<file path="src/rtl/spi_reg_pkg.sv">
// Shared definitions for the SPI register controller: FSM encoding, command
// byte layout and the pointer wrap helper.
package spi_reg_pkg;

   localparam int         ADDR_W       = 4;
   localparam logic [7:0] ERR_TX_BYTE  = 8'hFF;

   localparam int         CMD_RW_BIT   = 7;
   localparam int         CMD_RSV_MSB  = 6;
   localparam int         CMD_RSV_LSB  = 4;
   localparam int         CMD_ADDR_MSB = 3;
   localparam int         CMD_ADDR_LSB = 0;

   typedef enum logic [2:0] {
      ST_IDLE = 3'd0,
      ST_CMD  = 3'd1,
      ST_WR   = 3'd2,
      ST_RD   = 3'd3,
      ST_ERR  = 3'd4
   } state_t;

   // Burst pointer advance, wrapping from the last implemented register to 0.
   function automatic logic [ADDR_W-1:0] ptr_inc(input logic [ADDR_W-1:0] i_ptr,
                                                 input int unsigned        i_num);
      if (32'(i_ptr) == (i_num - 1))
         return '0;
      else
         return i_ptr + ADDR_W'(1);
   endfunction

endpackage

</file>
<file path="src/rtl/spi_reg_ctrl_sync_2ff.sv">
// Two-flop synchronizer for an asynchronous level; resets to 1 so an idle-high
// chip select reads as inactive while in reset.
module sync_2ff (
   input  logic i_Clk,
   input  logic i_Rst_L,
   input  logic i_D,
   output logic o_Q
);

   logic r_meta;
   logic r_sync;

   always_ff @(posedge i_Clk or negedge i_Rst_L) begin
      if (!i_Rst_L) begin
         r_meta <= 1'b1;
         r_sync <= 1'b1;
      end else begin
         r_meta <= i_D;
         r_sync <= r_meta;
      end
   end

   assign o_Q = r_sync;

endmodule

</file>
<file path="src/rtl/spi_reg_ctrl.sv">
// Command decoder and burst sequencer between an SPI byte engine and a small
// register file, with SPI-priority arbitration against fabric host writes.
module spi_reg_ctrl
   import spi_reg_pkg::*;
#(
   parameter int         NUM_REGS = 16,
   parameter logic [7:0] ID_BYTE  = 8'hA5
) (
   input  logic                    i_Clk,
   input  logic                    i_Rst_L,
   input  logic                    i_SPI_CS_n,
   input  logic                    i_RX_DV,
   input  logic [7:0]              i_RX_Byte,
   output logic                    o_TX_DV,
   output logic [7:0]              o_TX_Byte,
   input  logic                    i_Host_Wr_En,
   input  logic [ADDR_W-1:0]       i_Host_Wr_Addr,
   input  logic [7:0]              i_Host_Wr_Data,
   output logic                    o_Host_Collision,
   output logic [NUM_REGS*8-1:0]   o_Regs,
   output logic                    o_Wr_Strobe,
   output logic [ADDR_W-1:0]       o_Wr_Addr,
   output logic [7:0]              o_Wr_Data,
   output logic [7:0]              o_Err_Cnt,
   output logic                    o_Busy
);

   localparam int IDX_W = (NUM_REGS > 1) ? $clog2(NUM_REGS) : 1;

   logic              w_cs_s;
   logic              r_cs_d;
   logic [2:0]        r_vld;
   logic              w_cs_fall;
   logic              w_cs_rise;

   state_t            r_state;
   state_t            w_state_next;
   logic [ADDR_W-1:0] r_ptr;
   logic [ADDR_W-1:0] w_ptr_next;

   logic              w_cmd_rd;
   logic [2:0]        w_cmd_rsv;
   logic [ADDR_W-1:0] w_cmd_addr;
   logic              w_cmd_bad;

   logic              w_tx_dv;
   logic [7:0]        w_tx_byte;
   logic              w_spi_wr;
   logic              w_err_inc;

   logic              r_tx_dv;
   logic [7:0]        r_tx_byte;
   logic              r_wr_strobe;
   logic [ADDR_W-1:0] r_wr_addr;
   logic [7:0]        r_wr_data;
   logic [7:0]        r_err_cnt;
   logic              r_busy;
   logic              r_collision;

   logic [7:0]        w_regs [NUM_REGS];

   sync_2ff u_cs_sync (
      .i_Clk   (i_Clk),
      .i_Rst_L (i_Rst_L),
      .i_D     (i_SPI_CS_n),
      .o_Q     (w_cs_s)
   );

   // r_vld gates fall detection until both cs_s and its delayed copy come from
   // the pin, so a CS_n already low at reset release never starts a transaction.
   assign w_cs_fall = r_vld[2] & r_cs_d & ~w_cs_s;
   assign w_cs_rise = ~r_cs_d & w_cs_s;

   assign w_cmd_rd   = i_RX_Byte[CMD_RW_BIT];
   assign w_cmd_rsv  = i_RX_Byte[CMD_RSV_MSB:CMD_RSV_LSB];
   assign w_cmd_addr = i_RX_Byte[CMD_ADDR_MSB:CMD_ADDR_LSB];
   assign w_cmd_bad  = (w_cmd_rsv != 3'b000) || (int'(w_cmd_addr) >= NUM_REGS);

   always_ff @(posedge i_Clk or negedge i_Rst_L) begin
      if (!i_Rst_L)
         r_state <= ST_IDLE;
      else
         r_state <= w_state_next;
   end

   always_comb begin
      w_state_next = r_state;
      if (w_cs_rise) begin
         w_state_next = ST_IDLE;
      end else begin
         case (r_state)
            ST_IDLE: if (w_cs_fall) w_state_next = ST_CMD;
            ST_CMD: begin
               if (i_RX_DV) begin
                  if (w_cmd_bad)
                     w_state_next = ST_ERR;
                  else if (w_cmd_rd)
                     w_state_next = ST_RD;
                  else
                     w_state_next = ST_WR;
               end
            end
            default: w_state_next = r_state;
         endcase
      end
   end

   always_comb begin
      w_tx_dv    = 1'b0;
      w_tx_byte  = r_tx_byte;
      w_spi_wr   = 1'b0;
      w_ptr_next = r_ptr;
      w_err_inc  = 1'b0;
      // A byte landing with the CS rise is dropped along with the transaction.
      if (!w_cs_rise) begin
         case (r_state)
            ST_IDLE: begin
               if (w_cs_fall) begin
                  w_tx_dv   = 1'b1;
                  w_tx_byte = ID_BYTE;
               end
            end
            ST_CMD: begin
               if (i_RX_DV) begin
                  if (w_cmd_bad) begin
                     w_err_inc = 1'b1;
                     w_tx_dv   = 1'b1;
                     w_tx_byte = ERR_TX_BYTE;
                  end else if (w_cmd_rd) begin
                     w_tx_dv    = 1'b1;
                     w_tx_byte  = w_regs[w_cmd_addr[IDX_W-1:0]];
                     w_ptr_next = ptr_inc(w_cmd_addr, NUM_REGS);
                  end else begin
                     w_ptr_next = w_cmd_addr;
                  end
               end
            end
            ST_WR: begin
               if (i_RX_DV) begin
                  w_spi_wr   = 1'b1;
                  w_tx_dv    = 1'b1;
                  w_tx_byte  = i_RX_Byte;
                  w_ptr_next = ptr_inc(r_ptr, NUM_REGS);
               end
            end
            ST_RD: begin
               if (i_RX_DV) begin
                  w_tx_dv    = 1'b1;
                  w_tx_byte  = w_regs[r_ptr[IDX_W-1:0]];
                  w_ptr_next = ptr_inc(r_ptr, NUM_REGS);
               end
            end
            default: w_tx_dv = 1'b0;
         endcase
      end
   end

   always_ff @(posedge i_Clk or negedge i_Rst_L) begin
      if (!i_Rst_L) begin
         r_cs_d      <= 1'b1;
         r_vld       <= 3'b000;
         r_ptr       <= '0;
         r_tx_dv     <= 1'b0;
         r_tx_byte   <= 8'h00;
         r_wr_strobe <= 1'b0;
         r_wr_addr   <= '0;
         r_wr_data   <= 8'h00;
         r_err_cnt   <= 8'h00;
         r_busy      <= 1'b0;
         r_collision <= 1'b0;
      end else begin
         r_cs_d      <= w_cs_s;
         r_vld       <= {r_vld[1:0], 1'b1};
         r_ptr       <= w_ptr_next;
         r_tx_dv     <= w_tx_dv;
         r_tx_byte   <= w_tx_byte;
         r_wr_strobe <= w_spi_wr;
         if (w_spi_wr) begin
            r_wr_addr <= r_ptr;
            r_wr_data <= i_RX_Byte;
         end
         if (w_err_inc && (r_err_cnt != 8'hFF))
            r_err_cnt <= r_err_cnt + 8'd1;
         r_busy      <= ~w_cs_s;
         r_collision <= w_spi_wr & i_Host_Wr_En;
      end
   end

   genvar gi;
   generate
      for (gi = 0; gi < NUM_REGS; gi++) begin : g_reg
         logic       w_spi_hit;
         logic       w_host_hit;
         logic [7:0] r_reg;

         assign w_spi_hit  = w_spi_wr && (int'(r_ptr) == gi);
         // Any SPI write, to any address, pre-empts the host in that cycle.
         assign w_host_hit = i_Host_Wr_En && !w_spi_wr && (int'(i_Host_Wr_Addr) == gi);

         always_ff @(posedge i_Clk or negedge i_Rst_L) begin
            if (!i_Rst_L)
               r_reg <= 8'h00;
            else if (w_spi_hit)
               r_reg <= i_RX_Byte;
            else if (w_host_hit)
               r_reg <= i_Host_Wr_Data;
         end

         assign w_regs[gi]         = r_reg;
         assign o_Regs[8*gi +: 8]  = r_reg;
      end
   endgenerate

   assign o_TX_DV          = r_tx_dv;
   assign o_TX_Byte        = r_tx_byte;
   assign o_Wr_Strobe      = r_wr_strobe;
   assign o_Wr_Addr        = r_wr_addr;
   assign o_Wr_Data        = r_wr_data;
   assign o_Err_Cnt        = r_err_cnt;
   assign o_Busy           = r_busy;
   assign o_Host_Collision = r_collision;

endmodule
</file>
<file path="config.mk">
export PLATFORM = sky130hd
export DESIGN_NAME = spi_reg_ctrl
export DESIGN_NICKNAME = d
export VERILOG_FILES = /design/src/rtl/spi_reg_pkg.sv /design/src/rtl/spi_reg_ctrl_sync_2ff.sv /design/src/rtl/spi_reg_ctrl.sv
export SDC_FILE = /design/constraint.sdc
export NUM_CORES = 1
export LEC_CHECK = 0
export CORE_MARGIN = 3
export CORE_UTILIZATION = 45
export CTS_CLUSTER_SIZE = 16
export DETAILED_ROUTE_END_ITERATION = 7
export MAX_ROUTING_LAYER = met4
export PLACE_DENSITY = 0.7
export SYNTH_ARGS = -nofsm -noshare
export SYNTH_HDL_FRONTEND = slang
export SYNTH_HIERARCHICAL = 1
export SYNTH_SLANG_ARGS = --single-unit
export TNS_END_PERCENT = 50
</file>
<file path="constraint.sdc">
create_clock -name i_Clk -period 3.2 [get_ports i_Clk]
set_input_delay 0.32 -clock i_Clk [delete_from_list [all_inputs] [get_ports i_Clk]]
set_output_delay 0.32 -clock i_Clk [all_outputs]
set_load 0.05 [all_outputs]
</file>
==> impl_metrics.toml <==
[critical_path]
arrival_ns = 3.00
worstSetupEndpointType = "flop"
rrSetupSlack_ns = 0.52
critPathRequiredTime_ns = 3.52
cp_max_fo = 9
startpoint_type = "flop"
path_class = "flop to flop"

[yosys]
synth_common_cells = "dfrtp_1, nand2_1, mux2i_1, o21ai_0, mux4_2"
syn-cell-area_sq_um = 10360
ys_ff_latch = 173
synth_most_common_cell = "dfrtp_1"
seq_area_frac_synth = 0.4183
synth_cell_type_count = 64
synth_top_cell_area_share = 0.4107
syn_avg_cell_area_sq_um = 11.11
synth_ff_type = "dfrtp_1"
syn_nets = 963
yosys.area.top_type = "dfrtp_1"
synth_edf_count = 0
netlist_top_cells_area = "dfrtp_1, mux4_2, mux2i_1, mux2_2, o21ai_0"
synth_cells = 932
async_flop_share = 1.000
synth_warnings = 6

[grt]
grt_max_degree = 94
overflow = 0
grt_pass1_wl_um = 57770
grt_use_total = 0.3214
antenna_found_initial = 0
grt_pass1_vias = 8965

[floorplan]
die_width_um = 157.7
dieArea_sq_um = 24870
row_count = 54
initial_core_util = 0.4659
coreArea_sq_um = 22230
io_pins = 185
dieHeight_um = 157.7

[timing]
fin_worst_skew_ns = 0.01729
max_freq_ghz = 0.3737
drv_slew = 0
post-route-min-period_ns = 2.676
min_period_over_period = 0.8363
rsz0062_at_grt = "false"
fin_setup_tns_ns = 0
hold_violations = 0
setup_viol = 0
setup_ws_ns = 0.5238
maxSlewHeadroom = 0.3488
tightest_slew_ns = 0.9738

[drt]
drcViolationCount = 0
ant_nets = 0
drt-vias-per-instance = 6.383
num_vias = 8910
finalWirelength_um = 38100
drtIter0Drc = 913
drt-pass1-iter-count = 5
wl_per_cell_um = 27.29

[clock_tree]
htreeDepth = 4
cts_resized = 0
cts_root_buf = "clkbuf_16"
post_cts_buffers = 0
path_clk_slew_ns = 0.07
cts.sinks = 173
insertion_delay_ns = 0.44
clock_path_buffers = 2
cts_buffers = 17
cts_tree = "done"

[layout]
fin_nets = 1135
final_core_util = 0.5969
syn_to_final_growth_pct = 28.11
largest_reg_flops = 128
antenna_cells = 0
drive_gt1_frac = 0.2159

[power]
power_density_nw_per_um2 = 821.7
combPwrFrac = 0.477
p_clk_frac = 0.208
vdd_drop_max_uv = 509.3
p_leak_uw = 0.005790
p_int_uw = 6002
switchingPower_uw = 4902
switching_share = 0.4495
power_frac_seq = 0.315

[placement]
pre_cts_ws_ns = 0.5289
io_buffers = 184
gp_congestion = 1.008
post-dp-hpwl_um = 27220

[run_status]
status = "finished clean"

[hold_path]
hp-class = "input pin to flop"

[flow_run]
drv_cap = 0
final timing paths:
check | startpoint | end | cells past startpoint
setup / recovery | r_state[2] | g_reg[13].r_reg[4] | 6
hold / removal | i_SPI_CS_n | u_cs_sync/r_meta | 1
setup reg to reg | r_state[2] | g_reg[13].r_reg[4] | 6
hold reg to reg | r_vld[0] | r_vld[1] | 0
max in group asynchronous | i_Rst_L | r_vld[0] | 3
min in group asynchronous | i_Rst_L | o_Err_Cnt[3] | 2
cell type report:
class / instances / area (sq um)
Fill cell: 1820 / 8960
Multi-Input combinational cell: 658 / 5589
Sequential cell: 173 / 4335
Timing Repair Buffer: 242 / 2321
Clock buffer: 19 / 452.9
Tap cell: 280 / 350.3
Clock inverter: 12 / 175.2
Inverter: 12 / 45.04
cell usage in the layout (no fill, tap or decap), types with 5 or more instances in the layout:
| master | count |
|---|---|
| a22oi_1 | 16 |
| clkdlybuf4s50_1 | 181 |
| a21oi_1 | 19 |
| and3_1 | 21 |
| and2_1 | 8 |
| nand3_1 | 25 |
| xnor2_1 | 7 |
| o211ai_1 | 5 |
| ha_1 | 6 |
| clkbuf_16 | 17 |
| dfrtp_1 | 168 |
| a22o_1 | 8 |
| buf_4 | 53 |
| nand2_1 | 113 |
| nor2b_1 | 8 |
| a31oi_1 | 7 |
| inv_1 | 12 |
| mux4_2 | 63 |
| nand4_1 | 7 |
| nand3_2 | 6 |
| mux2i_1 | 94 |
| mux2_2 | 61 |
| a221o_1 | 9 |
| a21o_1 | 8 |
| o21ai_0 | 94 |
| nor2_1 | 19 |
power by group through the flow:
stage | logic [uW] | registers (uW) | clock network [uW]
floorplan | 1740 | 4770 | 0
global placement | 5130 | 3440 | 0
detailed placement | 5170 | 3440 | 0
CTS | 5180 | 3410 | 2280
global route | 5410 | 3490 | 2400
finish | 5200 | 3440 | 2260
per-stage QoR:
step	power (uW)	std cells	hold slack [ns]	instance area, sq um
3_5_place_dp	8607	1364	0.2085	12630
5_1_grt	11300	1396	0.3059	13270
6_report	10900	1396	0.3180	13270
4_1_cts	10870	1396	0.2987	13270
2_1_floorplan	6510	932	0.02441	10360
3_3_place_gp	8570	1364	0.2062	12630
cell families (layout without fill, tap and decap cells):
family,Yosys count,after routing,share of synthesized area
compound gates,189,189,0.1156
xor+xnor,8,8,0.006765
fa+ha+maj,6,6,0.007248
buf+inv,101,285,0.04204
flops,173,173,0.4183
mux,219,219,0.2956
other cells,1,1,0.0003621
simple gates,235,235,0.1140
layer usage:
layer | global-route usage | part of all wire
met1 | 0.4524 | 0.42
met2 | 0.4653 | 0.45
met3 | 0.07600 | 0.10
met4 | 0.09752 | 0.029
met5 | - | 0
timing repair:
| item | 4_1_cts | 5_1_grt |
|---|---|---|
| hold endpoints to repair | 22 | 0 |
| endpoints found under the setup margin | 0 | 0 |
| hold buffers | 1 | 0 |
critical path, stage by stage (launching register included):
cell     delay [ns]
dfrtp_1        0.47
nor3b_4        0.40
and3_1         0.64
buf_4          0.26
and3_1         0.42
nor2_2         0.16
a21o_1         0.21
(Power assumes the default switching activity.)
